<file path="src/rtl/mul_add_stream_pkg.sv">
// Shared constants and helpers for the mul_add_stream block.
package mul_add_stream_pkg;

  // Mode encoding on the mode input and in the S1 register.
  localparam logic MODE_FUSED = 1'b0;
  localparam logic MODE_ACC   = 1'b1;

  // Number of pipeline stages (S1 product, S2 result).
  localparam int STAGES = 2;

  // Low bit of lane `lane` inside a flat LANES*width bus.
  function automatic int lane_lsb(input int lane, input int width);
    return lane * width;
  endfunction

endpackage

</file>
<file path="src/rtl/mul_add_stream_lane.sv">
// One lane of the datapath: S1 product/addend, S2 result and the lane accumulator.
module mul_add_stream_lane
  import mul_add_stream_pkg::*;
#(
  parameter int WIDTH = 32
) (
  input  logic             clk,
  input  logic             rst_n,
  input  logic             s1_load,
  input  logic             s2_load,
  input  logic             s1_mode,
  input  logic             s1_clr,
  input  logic [WIDTH-1:0] x,
  input  logic [WIDTH-1:0] y,
  input  logic [WIDTH-1:0] z,
  output logic [WIDTH-1:0] res
);

  logic [WIDTH-1:0] prod_q;
  logic [WIDTH-1:0] z_q;
  logic [WIDTH-1:0] res_q;
  logic [WIDTH-1:0] acc_q;
  logic [WIDTH-1:0] acc_base;
  logic [WIDTH-1:0] acc_next;
  logic [WIDTH-1:0] fused;

  // Result candidates; widths truncate so overflow is dropped silently.
  assign acc_base = s1_clr ? '0 : acc_q;
  assign acc_next = acc_base + prod_q;
  assign fused    = prod_q + z_q;
  assign res      = res_q;

  // S1: capture the low WIDTH bits of the product and the addend.
  always_ff @(posedge clk or negedge rst_n) begin
    if (!rst_n) begin
      prod_q <= '0;
      z_q    <= '0;
    end else if (s1_load) begin
      prod_q <= x * y;
      z_q    <= z;
    end
  end

  // S2: register the result; the accumulator moves only when an acc beat lands here,
  // so a stalled beat sitting in S1 is never counted twice.
  always_ff @(posedge clk or negedge rst_n) begin
    if (!rst_n) begin
      res_q <= '0;
      acc_q <= '0;
    end else if (s2_load) begin
      if (s1_mode == MODE_ACC) begin
        res_q <= acc_next;
        acc_q <= acc_next;
      end else begin
        res_q <= fused;
      end
    end
  end

endmodule

</file>
<file path="src/rtl/mul_add_stream.sv">
// Two-stage multiply-add stream: shared valid/ready control over LANES datapath lanes.
module mul_add_stream
  import mul_add_stream_pkg::*;
#(
  parameter int WIDTH = 32,
  parameter int LANES = 1
) (
  input  logic                   clk,
  input  logic                   rst_n,
  input  logic                   in_valid,
  output logic                   in_ready,
  input  logic [LANES*WIDTH-1:0] x,
  input  logic [LANES*WIDTH-1:0] y,
  input  logic [LANES*WIDTH-1:0] z,
  input  logic                   mode,
  input  logic                   acc_clr,
  output logic                   out_valid,
  input  logic                   out_ready,
  output logic [LANES*WIDTH-1:0] out_data,
  output logic                   busy
);

  // vld_pipe[1] = S1 holds a beat, vld_pipe[2] = S2 holds a beat.
  logic [STAGES:1] vld_pipe;
  logic            s1_mode;
  logic            s1_clr;
  logic            s1_load;
  logic            s2_load;
  logic            s1_free;
  logic            s2_free;

  // Stage advance rules; in_ready depends only on state and out_ready.
  assign s2_free   = !vld_pipe[2] || out_ready;
  assign s2_load   = vld_pipe[1] && s2_free;
  assign s1_free   = !vld_pipe[1] || s2_load;
  assign in_ready  = s1_free;
  assign s1_load   = in_valid && in_ready;
  assign out_valid = vld_pipe[2];
  assign busy      = |vld_pipe;

  // Valid bits: each stage refills whenever it is empty or handing its beat on.
  always_ff @(posedge clk or negedge rst_n) begin
    if (!rst_n) begin
      vld_pipe <= '0;
    end else begin
      if (s1_free) vld_pipe[1] <= in_valid;
      if (s2_free) vld_pipe[2] <= vld_pipe[1];
    end
  end

  // Per-beat control carried alongside the S1 product.
  always_ff @(posedge clk or negedge rst_n) begin
    if (!rst_n) begin
      s1_mode <= MODE_FUSED;
      s1_clr  <= 1'b0;
    end else if (s1_load) begin
      s1_mode <= mode;
      s1_clr  <= acc_clr;
    end
  end

  for (genvar i = 0; i < LANES; i++) begin : g_lane
    mul_add_stream_lane #(.WIDTH(WIDTH)) u_lane (
      .clk     (clk),
      .rst_n   (rst_n),
      .s1_load (s1_load),
      .s2_load (s2_load),
      .s1_mode (s1_mode),
      .s1_clr  (s1_clr),
      .x       (x[lane_lsb(i, WIDTH) +: WIDTH]),
      .y       (y[lane_lsb(i, WIDTH) +: WIDTH]),
      .z       (z[lane_lsb(i, WIDTH) +: WIDTH]),
      .res     (out_data[lane_lsb(i, WIDTH) +: WIDTH])
    );
  end

endmodule

</file>
<file path="config.mk">
export PLATFORM = sky130hd
export DESIGN_NAME = mul_add_stream
export DESIGN_NICKNAME = d
export VERILOG_FILES = /design/src/rtl/mul_add_stream_pkg.sv /design/src/rtl/mul_add_stream_lane.sv /design/src/rtl/mul_add_stream.sv
export SDC_FILE = /design/constraint.sdc
export NUM_CORES = 2
export LEC_CHECK = 0
export BUFFER_PORTS_ARGS = -buffer_cell sky130_fd_sc_hd__buf_4
export CAP_MARGIN = 20
export CORE_MARGIN = 2
export CORE_UTILIZATION = 51
export DETAILED_ROUTE_END_ITERATION = 10
export GPL_TIMING_DRIVEN = 0
export MAX_ROUTING_LAYER = met4
export PLACE_DENSITY = 0.78
export SLEW_MARGIN = 20
export SYNTH_ARGS = -nofsm -noshare
export SYNTH_HDL_FRONTEND = slang
export SYNTH_HIERARCHICAL = 1
export SYNTH_SLANG_ARGS = --single-unit
</file>
<file path="constraint.sdc">
create_clock -name clk -period 3.3 [get_ports clk]
set_input_delay 0.165 -clock clk [delete_from_list [all_inputs] [get_ports clk]]
set_output_delay 0.165 -clock clk [all_outputs]
set_load 0.02 [all_outputs]
</file>
Word-level counts from Yosys, hierarchy flattened
Index checks and enable logic that the tools add are counted.
{"block": "totals", "reg_bits": 132, "input_bits": 102, "output_inout_bits": 35, "elab_cells": 21}
{"block": "classes", "addsub": 2, "n_mul": 1, "mux": 2, "n_reduce_logical": 8}
{"operator": "adder 32 bit", "count": 2}
{"operator": "two-way mux 32 bit", "count": 2}
{"operator": "multiplier 32 x 32 -> 32 bit", "count": 1}
{"operator": "logical AND 1 bit", "count": 2}
{"operator": "zero test 1 bit", "count": 2}
{"operator": "logical OR 1 bit", "count": 2}
{"operator": "AND reduction 2 bit", "count": 1}
{"operator": "OR reduction 2 bit", "count": 1}

Longest topological paths before layout
{"block": "depth", "word_depth": 5, "depth_mapped": 28, "depth_no_buf": 25}

Cells and area by module
The synthesis kept the hierarchy.
{"mod": "mul_add_stream_lane", "instances": 1, "cells_each": 2606, "area_per_inst_um2": 23889.2, "seq_area_each_um2": 3203.1}
{"mod": "mul_add_stream", "instances": 1, "cells_each": 20, "area_per_inst_um2": 206.4, "seq_area_each_um2": 100.1}

Worst setup path after synthesis
No wires, ideal clock.
{"block": "synth_path", "path_kind": "input to register", "from": "input y[2]", "to": "register g_lane[0].u_lane.prod_q[30]", "setup_ns": 0.125, "t_arrival_ns": 6.536, "t_required_ns": 3.175, "slack_ns": -3.361, "stages": 24, "path_buffers": 2, "path_cell_list": "clkbuf_1 clkbuf_1 nand2_1 fa_1 fa_1 fa_1 fa_1 inv_1 fa_1 inv_1 fa_1 fa_1 fa_1 inv_1 ha_1 nand2_1 nor2_1 nand4_1 a2111o_1 o21ai_2 o41ai_4 o21ai_2 xor2_1 mux2_2"}
{"block": "synth_via", "elab_chain_cells": 1}
{"element": "from (decl)", "line": "mul_add_stream.sv:13", "rtl": "input logic [LANES*WIDTH-1:0] y,"}
{"element": "multiplier 32 x 32 -> 32 bit", "line": "mul_add_stream_lane.sv:39", "rtl": "prod_q <= x * y;"}
{"element": "to (signal assigned)", "line": "mul_add_stream_lane.sv:39"}
{"element": "to (decl)", "line": "mul_add_stream_lane.sv:19", "rtl": "logic [WIDTH-1:0] prod_q;"}
No other way between the ends.
A chain may end at the register's enable or synchronous reset.

Final worst setup path
{"block": "layout_path", "from": "input y[10]", "to": "register g_lane[0].u_lane.prod_q[30]"}
The elaborated chain is that of the path after synthesis.

==> results.cfg <==
[setup_path]
critPathLaunchType = input port
critPathMaxStageDelay_ns = 0.64
endpoint_kind = register
worst_ep_required_time_ns = 3.63
r2r.worst_path.cells = 14
crit-reg2reg-capture = g_lane[0].u_lane/res[28]
crit_slowest_cell = sky130_fd_sc_hd__fa_2
worstReg2RegStart = s1_clr
crit_fanout = 10
timing.critical_path.cells = buf_4 -> clkbuf_4 -> nand2_1 -> fa_1 -> fa_2 -> fa_2 -> fa_1 -> fa_1 -> inv_2 -> fa_1 -> fa_1 -> fa_1 -> ha_4 -> nand2_4 -> nor2_4 -> nand4_1 -> a2111o_1 -> o21ai_4 -> o41ai_4 -> buf_6 -> o21ai_2 -> xor2_1 -> mux2_4
crit_type = in2reg
r2r_slack_ns = -0.08
most_frequent_cell_on_the_critical_path = sky130_fd_sc_hd__fa_1
worstPathArrival_ns = 6.87

[timing]
clock_skew_ns = 0.00957
timing.final.crit_share_pct = 198
final.min_clock_period_ns = 6.54
worst_slack_ns = -3.24
fin_hold_viols = 0
timing_max_transition_violations_final = 0
rsz0062_at_grt = yes
setup_viol = 29
max_freq_mhz = 153
slew-limit-headroom_pct = 39.8
tightestPinTransition_ns = 0.903

[min_path]
min_path_cells = 3
hold_path_startpoint = out_ready
hold_path.class = in2reg
min_to = vld_pipe[2]

[yosys]
yosys.area.top_type_share_pct = 34.1
synth-warning-count = 6
synth_nets = 3323
post_synth.cell_area_avg_um2 = 9.18
netlist_instances = 2626
ys_seq_elements = 132
synth_top_cells_by_area = sky130_fd_sc_hd__fa_1 34%, sky130_fd_sc_hd__dfrtp_1 14%, sky130_fd_sc_hd__ha_1 9.6%
synth_seq_area_share_pct = 13.7
synthArstFlopShare_pct = 100
synthFlopType = sky130_fd_sc_hd__dfrtp_1
netlist-cell-type-count = 70
synth.largest_area_cell = sky130_fd_sc_hd__fa_1
mappedNetlistArea_um2 = 24100
synth_edf_count = 0

[global_route]
grt_pass1_wl_um = 127000
first_global_vias = 21600
gr-total-overflow = 0
grt_antenna_before_repair = 1
largest_net_degree_at_the_start_of_global_routing = 98
grt.total_usage_pct = 35.4

[clocking]
clock_insertion_delay_worst_skew_ns = 0.45
cts_tree = done
numCtsBuffers = 17
numClockSinks = 132
root_cell_of_the_clock_tree = sky130_fd_sc_hd__clkbuf_16
clockBufferDepth = 2
cts_htree_levels = 4
clkTransAtPathRegs_ns = 0.06

[detailed_routing]
drt_first_iter_violations = 1818
post_drt_wl_per_cell_um = 24.5
route.vias.total = 20700
drtAntennaViolNets = 0
route.detailed.vias_per_inst = 5.85
detail_route.drc_violations = 0
wirelength_um = 86500
dr.pass1.iters = 6

[run_status]
status = finished, violations left
violations = negative setup slack

[floorplanning]
start_util_pct = 51.8
design.core.area_um2 = 46600
dieWidth_um = 221
rows = 79
floorplan.io_pins = 137
design.die.area_um2 = 49000
die-height_um = 221

[cells_and_area]
ant_diodes = 0
finish.net_count = 3613
most-common-layout-cells = 394 x sky130_fd_sc_hd__inv_1, 375 x sky130_fd_sc_hd__fa_1, 336 x sky130_fd_sc_hd__nand2_1, 291 x sky130_fd_sc_hd__and2_1, 211 x sky130_fd_sc_hd__buf_4
mostFrequentLayoutCell = sky130_fd_sc_hd__inv_1
flow.area_growth_from_synthesis_pct = 24.7
drive_above_1_share_pct = 21.5

[placed_design]
place.gp.congestion = 1.10
dpl_wire_length_um = 65600
pre_cts_slack_ns = -4.60
place.port_buffers = 130

[run]
maxCapViolCount = 0
==> flip-flops by register name, indices dropped and copies added (netlist names) <==
register / count
g_lane.u_lane/acc_q: 32
g_lane.u_lane/z_q: 32
s1_clr: 1
g_lane.u_lane/res: 32
vld_pipe: 2
g_lane.u_lane/prod_q: 32
s1_mode: 1
==> synthesized netlist by cell type, types with 17 or more instances <==
library cell,instances
sky130_fd_sc_hd__a21o_1,47
sky130_fd_sc_hd__a21oi_1,87
sky130_fd_sc_hd__and2_1,304
sky130_fd_sc_hd__clkbuf_1,112
sky130_fd_sc_hd__dfrtp_1,132
sky130_fd_sc_hd__fa_1,410
sky130_fd_sc_hd__ha_1,185
sky130_fd_sc_hd__inv_1,411
sky130_fd_sc_hd__mux2_2,54
sky130_fd_sc_hd__nand2_1,342
sky130_fd_sc_hd__nor2_1,74
sky130_fd_sc_hd__nor2b_1,40
sky130_fd_sc_hd__nor3_1,17
sky130_fd_sc_hd__o21a_1,20
sky130_fd_sc_hd__o21ai_0,53
sky130_fd_sc_hd__xnor2_1,91
sky130_fd_sc_hd__xor2_1,40
==> routing by layer <==
metal	vias up	wire, um	track usage [%]
met2	1121	40700	57.5
met5	-	0	-
met4	0	6090	19.3
li1	8790	-	-
met3	367	7230	6.37
met1	10400	32500	41.9
==> kinds of logic (layout without fill, tap and decap cells) <==
| logic type | Yosys count | count (layout) | synth area share (%) |
|---|---|---|---|
| AO/OA/AOI/OAI | 331 | 331 | 9.19 |
| buffers and inverters | 529 | 832 | 8.24 |
| AND/OR/NAND/NOR | 848 | 848 | 17.7 |
| adder cells (fa/ha/maj) | 595 | 595 | 43.7 |
| multiplexers | 60 | 60 | 2.78 |
| flip-flops | 132 | 132 | 13.7 |
| XOR/XNOR | 131 | 131 | 4.76 |
==> worst max-delay path by stage <==
stage               startpoint                     endpoint  depth (start not counted)
finish                   y[10]  g_lane[0].u_lane/prod_q[30]                         23
global route             x[11]  g_lane[0].u_lane/prod_q[30]                         24
detailed placement        y[6]  g_lane[0].u_lane/prod_q[31]                         26
floorplan                 y[2]  g_lane[0].u_lane/prod_q[30]                         25
CTS                       y[2]  g_lane[0].u_lane/prod_q[30]                         27
global placement          y[6]  g_lane[0].u_lane/prod_q[31]                         26
==> cell type report <==
type                            instances  area, um^2
Multi-Input combinational cell       1965       20200
Fill cell                            3641       16500
Sequential cell                       132        3310
Timing Repair Buffer                  279        2410
Inverter                              412        1550
Buffer                                109        1220
Tap cell                              607         759
Clock buffer                           19         443
Clock inverter                         13         171
==> worst max-delay path, delay by kind of cell <==
kind | cells | cell delay (ns)
compound gates | 4 | 0.76
simple gates | 4 | 0.46
fa+ha+maj | 9 | 4.52
mux | 1 | 0.26
buf+inv | 4 | 0.61
xor+xnor | 1 | 0.08
==> per-stage QoR <==
stage / utilization, % / cells / setup TNS, ns / hold WS, ns / cell area [um^2]
final: 64.5 / 3536 / -63.10 / 0.0299 / 30100
after global routing: 64.5 / 3536 / -67.43 / 0.0376 / 30100
after CTS: 61.1 / 3463 / -63.46 / 0.0191 / 28400
after detailed placement: 56.0 / 3364 / -99.54 / 0.0596 / 26100
after global placement: 56.0 / 3363 / -97.35 / 0.394 / 26100
after floorplan: - / 2626 / -62.54 / -0.131 / 24300
==> what timing repair did <==
item,4_1_cts,5_1_grt
hold buffers,36,0
setup endpoints to repair,62,48
buffers inserted,37,78
pin swaps,75,194
gates resized for setup,248,263
hold endpoints to repair,70,0
Power is not shown: default switching activity piles up to over one toggle a cycle in this logic, so the estimate is an artifact.
